$ cat src/rtl/rca_wb_sequencer_if.sv
// rca_wb_sequencer_if: single-entry unit writeback bus (done/ack handshake)
interface rca_wb_sequencer_if #(
  parameter int XLEN = 32,
  parameter int ID_W = 3
);
  logic            wb_done;
  logic [4:0]      wb_rd;
  logic [XLEN-1:0] wb_data;
  logic [ID_W-1:0] wb_id;
  logic            wb_ack;
  modport master(output wb_done, wb_rd, wb_data, wb_id, input wb_ack);
  modport slave(input wb_done, wb_rd, wb_data, wb_id, output wb_ack);
endinterface

$ cat src/rtl/rca_wb_sequencer.sv
// rca_wb_sequencer: serialises committed RCA grid results onto the unit writeback bus
// Optional: define RCA_WB_BYPASS_EN to present the first beat in the commit cycle.
module rca_wb_sequencer #(
  parameter int XLEN            = 32,
  parameter int NUM_WRITE_PORTS = 2,
  parameter int ID_W            = 3
) (
  input  logic                         clk,
  input  logic                         rst_n,
  input  logic                         issue_valid,
  output logic                         issue_ready,
  input  logic [ID_W-1:0]              issue_id,
  input  logic [5*NUM_WRITE_PORTS-1:0] issue_rd,
  input  logic [NUM_WRITE_PORTS-1:0]   issue_we,
  input  logic [XLEN*NUM_WRITE_PORTS-1:0] grid_data,
  input  logic                         grid_committing,
  output logic                         grid_consume,
  rca_wb_sequencer_if.master           wb,
  output logic                         instr_complete,
  output logic                         busy
);
  localparam int N  = NUM_WRITE_PORTS;
  localparam int PW = N > 1 ? $clog2(N) : 1;
  typedef enum logic [1:0] {IDLE, WAIT_DATA, DRAIN} state_t;
  state_t          state, state_n;
  logic [N-1:0]    mask_q, mask_n, eff_mask, clr_mask;
  logic [5*N-1:0]  rd_q;
  logic [ID_W-1:0] id_q;
  logic [XLEN-1:0] data_q [N];
  logic [PW-1:0]   ptr;
  logic            done, leave, complete_q;
  always_comb begin
    eff_mask = '0;
    for (int i = 0; i < N; i++) eff_mask[i] = issue_we[i] && (issue_rd[5*i +: 5] != 5'd0);
  end
  // ptr always names the lowest pending port; beats leave in ascending port order
  always_comb begin
    ptr = '0;
    for (int i = N - 1; i >= 0; i--) if (mask_q[i]) ptr = PW'(i);
  end
  assign clr_mask = mask_q & ~(N'(1) << ptr);
  always_comb begin
    state_n      = state;
    mask_n       = mask_q;
    grid_consume = 1'b0;
    done         = 1'b0;
    leave        = 1'b0;
    case (state)
      IDLE: if (issue_valid) begin
        state_n = WAIT_DATA;
        mask_n  = eff_mask;
      end
      WAIT_DATA: if (grid_committing) begin
        grid_consume = 1'b1;
`ifdef RCA_WB_BYPASS_EN
        done = |mask_q;
        if (done && wb.wb_ack) mask_n = clr_mask;
`endif
        leave   = ~|mask_n;
        state_n = leave ? IDLE : DRAIN;
      end
      DRAIN: begin
        done = 1'b1;
        if (wb.wb_ack) mask_n = clr_mask;
        leave   = ~|mask_n;
        state_n = leave ? IDLE : DRAIN;
      end
      default: state_n = IDLE;
    endcase
  end
  always_ff @(posedge clk or negedge rst_n) begin
    if (!rst_n) begin
      state      <= IDLE;
      mask_q     <= '0;
      rd_q       <= '0;
      id_q       <= '0;
      complete_q <= 1'b0;
      for (int i = 0; i < N; i++) data_q[i] <= '0;
    end else begin
      state      <= state_n;
      mask_q     <= mask_n;
      complete_q <= leave;
      if (state == IDLE && issue_valid) begin
        rd_q <= issue_rd;
        id_q <= issue_id;
      end
      if (grid_consume) for (int i = 0; i < N; i++) data_q[i] <= grid_data[XLEN*i +: XLEN];
    end
  end
  assign issue_ready    = state == IDLE;
  assign busy           = state != IDLE;
  assign instr_complete = complete_q;
  assign wb.wb_done     = done;
  assign wb.wb_rd       = done ? rd_q[5*ptr +: 5] : 5'd0;
  assign wb.wb_id       = done ? id_q : '0;
  // only the bypass beat is ever presented while still in WAIT_DATA
  assign wb.wb_data     = !done ? '0 : state == WAIT_DATA ? grid_data[XLEN*ptr +: XLEN] : data_q[ptr];
endmodule

$ cat src/flat_wrapper.sv
// flat-port wrapper written by rule: the top's interface ports become plain ports
module rca_wb_sequencer_flat 
#(
  parameter int XLEN            = 32,
  parameter int NUM_WRITE_PORTS = 2,
  parameter int ID_W            = 3
)
  (clk, rst_n, issue_valid, issue_ready, issue_id, issue_rd, issue_we, grid_data, grid_committing, grid_consume, instr_complete, busy, wb_wb_done, wb_wb_rd, wb_wb_data, wb_wb_id, wb_wb_ack);
  rca_wb_sequencer_if #(.XLEN(XLEN), .ID_W(ID_W)) wb_i ();
  input  logic clk;
  input  logic rst_n;
  input  logic issue_valid;
  output logic issue_ready;
  input  logic [ID_W-1:0] issue_id;
  input  logic [5*NUM_WRITE_PORTS-1:0] issue_rd;
  input  logic [NUM_WRITE_PORTS-1:0] issue_we;
  input  logic [XLEN*NUM_WRITE_PORTS-1:0] grid_data;
  input  logic grid_committing;
  output logic grid_consume;
  output logic instr_complete;
  output logic busy;
  output wire logic [$bits(wb_i.wb_done)-1:0] wb_wb_done;
  output wire logic [$bits(wb_i.wb_rd)-1:0] wb_wb_rd;
  output wire logic [$bits(wb_i.wb_data)-1:0] wb_wb_data;
  output wire logic [$bits(wb_i.wb_id)-1:0] wb_wb_id;
  input wire logic [$bits(wb_i.wb_ack)-1:0] wb_wb_ack;
  assign wb_wb_done = wb_i.wb_done;
  assign wb_wb_rd = wb_i.wb_rd;
  assign wb_wb_data = wb_i.wb_data;
  assign wb_wb_id = wb_i.wb_id;
  assign wb_i.wb_ack = wb_wb_ack;
  rca_wb_sequencer #(.XLEN(XLEN), .NUM_WRITE_PORTS(NUM_WRITE_PORTS), .ID_W(ID_W)) u_core (.clk(clk), .rst_n(rst_n), .issue_valid(issue_valid), .issue_ready(issue_ready), .issue_id(issue_id), .issue_rd(issue_rd), .issue_we(issue_we), .grid_data(grid_data), .grid_committing(grid_committing), .grid_consume(grid_consume), .wb(wb_i), .instr_complete(instr_complete), .busy(busy));
endmodule
$ cat config.mk
export PLATFORM = sky130hd
export DESIGN_NAME = rca_wb_sequencer_flat
export DESIGN_NICKNAME = d
export VERILOG_FILES = /design/src/rtl/rca_wb_sequencer_if.sv /design/src/rtl/rca_wb_sequencer.sv /design/src/flat_wrapper.sv
export SDC_FILE = /design/constraint.sdc
export NUM_CORES = 1
export LEC_CHECK = 0
export CAP_MARGIN = 0
export CORE_MARGIN = 3
export CORE_UTILIZATION = 23
export DETAILED_ROUTE_END_ITERATION = 10
export PLACE_DENSITY = 0.49
export REMOVE_ABC_BUFFERS = 1
export SLEW_MARGIN = 20
export SYNTH_ARGS = -nofsm -noshare
export SYNTH_HDL_FRONTEND = slang
export SYNTH_SLANG_ARGS = --single-unit
$ cat constraint.sdc
create_clock -name clk -period 2.36 [get_ports clk]
set_input_delay 0.354 -clock clk [delete_from_list [all_inputs] [get_ports clk]]
set_output_delay 0.354 -clock clk [all_outputs]
set_load 0.05 [all_outputs]
==> impl_metrics.toml <==
[run_status]
status = "completed"

[drt]
routed_wl_mm = 11.3
first_pass_iters = 4
drt_iter0_drc = 98
drc = 0
wl_per_cell_um = 16.8
antenna_left = 0
vias = 2992
vias_per_cell = 4.45

[clock_tree]
tritoncts = "done"
path_clk_slew_ps = 60
clkSinkCount = 82
clockRootBuffer = "clkbuf_16"
h-tree-depth = 3
cts_buffer_depth = 2
numCtsBuffers = 9
insertion_delay_ps = 340

[setup_path]
cp_data_required_time_ps = 2010
worstSetupPathType = "reg -> out"
end_kind = "output pin"
critPathLaunchType = "flop"
r2r-start = "u_core.state[0]$_DFFE_PN0P_"
rr_worst_depth = 7
crit_arrival_ps = 1990
rr_endpoint = "u_core.mask_q[0]$_DFFE_PN0P_"
crit_fanout = 6
regToRegSetupSlack_ps = 450

[placed_design]
dp_hpwl_mm = 7.88
placement.io_buffers = 128
place_area_mm2 = 0.00595
gp_congestion = 0.727
place_ws_ps = 140

[cells_and_area]
final_nets = 526
fillCellCount = 1780
final_cell_mix = "clkdlybuf4s50_1, dfrtp_1, mux2_2"
final_common_cell = "clkdlybuf4s50_1"
design_area_mm2 = 0.00662
drive_above_1_share = 0.490
diodes = 0
syn2layout_area_growth_pct = 53.8

[floorplanning]
start_util = 0.237
dieWidth_um = 143
core_mm2 = 0.0181
fp.dieH_um = 143
num_rows = 49
ios = 129
die_area_mm2 = 0.0204

[global_routing]
gr-usage-all-layers = 0.114
antenna_found_initial = 0
grt_pass1_vias = 3303
grt_max_degree = 46
grt_pass1_wl_mm = 17.9
overflow = 0

[sta]
fin_hold_ws_ps = 501
maxSlewHeadroom = 0.588
worstMarginPinSlew_ps = 616
rsz0062_at_grt = "true"
final.period_utilization = 0.995
drv_slew = 0
fin_skew_ps = 5.63
hold_viol_final = 0
setup_tns_ps = 0
fmax_mhz = 426
final.setup.worst_slack_ps = 13.0
setup_viol = 0
post-route-min-period_ps = 2350

[worst_hold_path]
worstHoldEndpoint = "u_core.data_q[59]$_DFFE_PN0P_"
min_path_type = "reg -> reg"
hold_depth = 1
min-delay-start = "u_core.data_q[59]$_DFFE_PN0P_"

[pwr]
clkPwrFrac = 0.182
power.switching_mw = 3.10
p_comb_frac = 0.540
seqPwrFrac = 0.278
ir_drop_v = 0.000709
power.leakage_nw = 2.72
intPower_mw = 5.80
power_density_mw_per_mm2 = 1340
power_mw = 8.90
swShare = 0.348

[synth]
seq_area_frac_synth = 0.477
synth_warnings = 0
synth_area_mm2 = 0.00430
yosysUniqueCellTypes = 25
syn_avg_cell_area_um2 = 14.4
synth_seq_cells = 82
syn_inst = 299

[run]
drv_cap = 0
timing repair:
action	in CTS	in global routing
hold buffers	1	0
hold endpoints to repair	32	0
gates resized for setup	82	5
gates cloned	2	0
pin swaps	15	0
endpoints found under the setup margin	33	37
setup buffers	5	1
metal layers:
metal,track usage,wire length (um)
met1,0.142,4920
met3,0.0375,725
met5,0,0
met2,0.189,5480
met4,0.0360,149
critical path, cell delays in order (launching register included):
cell and delay [ps]:
dfrtp_1 410, ha_4 200, clkinv_8 80, buf_8 130
mux4_2 480, and2_1 170, buf_4 180
state kept, by name, indices dropped and copies added (netlist names):
| signal | cells |
|---|---|
| u_core.data_q | 64 |
| u_core.mask_q | 2 |
| u_core.instr_complete | 1 |
| u_core.rd_q | 10 |
| u_core.state | 2 |
| u_core.id_q | 3 |
kinds of logic (layout without fill, tap and decap cells):
logic type	count (synthesis)	in the layout	synth area share
compound gates	20	20	0.0270
fa+ha+maj	5	5	0.0140
buf+inv	27	171	0.0372
flops	82	82	0.477
mux	109	109	0.372
simple gates	56	56	0.0735
synthesized netlist by cell type:
cell type,count,area share
a21oi_1,10,0.012
a221oi_1,1,0.0020
a31o_2,1,0.0020
and2_1,36,0.052
buf_2,8,0.0093
buf_4,1,0.0017
buf_6,6,0.016
clkbuf_1,4,0.0035
dfrtp_1,82,0.48
ha_1,4,0.012
inv_1,7,0.0061
inv_2,1,0.00087
maj3_1,1,0.0023
mux2_2,77,0.20
mux4_1,3,0.018
mux4_2,29,0.15
nand2_1,14,0.012
nand2b_1,1,0.0015
nor2_1,1,0.00087
nor2b_1,1,0.0015
o211ai_1,2,0.0035
o21ai_0,5,0.0058
o32ai_1,1,0.0020
or2b_1,1,0.0017
or4_1,2,0.0035
how the worst max path moves through the flow:
stage                                  from  cells past startpoint        endpoint
2_1_floorplan  u_core.mask_q[1]$_DFFE_PN0P_                      3     wb_wb_rd[0]
3_3_place_gp    u_core.state[1]$_DFFE_PN0P_                      7  wb_wb_data[29]
3_5_place_dp    u_core.state[0]$_DFFE_PN0P_                      6   wb_wb_data[7]
4_1_cts         u_core.state[0]$_DFFE_PN0P_                      7  wb_wb_data[16]
5_1_grt         u_core.state[0]$_DFFE_PN0P_                      6  wb_wb_data[26]
6_report        u_core.state[0]$_DFFE_PN0P_                      6  wb_wb_data[26]
power groups by stage:
| stage | combinational, mW | clock [mW] | sequential, mW |
|---|---|---|---|
| 2_1_floorplan | 3.01 | 0 | 2.39 |
| 3_3_place_gp | 4.34 | 0 | 2.45 |
| 3_5_place_dp | 4.38 | 0 | 2.50 |
| 4_1_cts | 5.01 | 1.68 | 2.47 |
| 5_1_grt | 5.16 | 1.73 | 2.56 |
| 6_report | 4.80 | 1.62 | 2.47 |
per-stage QoR:
| stage | util | cells |
|---|---|---|
| 2_1_floorplan | - | 280 |
| 3_3_place_gp | 0.328 | 649 |
| 3_5_place_dp | 0.328 | 649 |
| 4_1_cts | 0.366 | 673 |
| 5_1_grt | 0.365 | 672 |
| 6_report | 0.365 | 672 |
cell type report:
class / instances / area [um^2] / share of cell area
Tap cell: 229 / 287 / 0.0433
Clock inverter: 5 / 103 / 0.0155
Inverter: 8 / 42.5 / 0.00643
Sequential cell: 82 / 2050 / 0.310
Timing Repair Buffer: 147 / 1730 / 0.261
Clock buffer: 11 / 233 / 0.0352
Multi-Input combinational cell: 190 / 2180 / 0.329
Note: power is estimated with default switching activity, not from simulation.
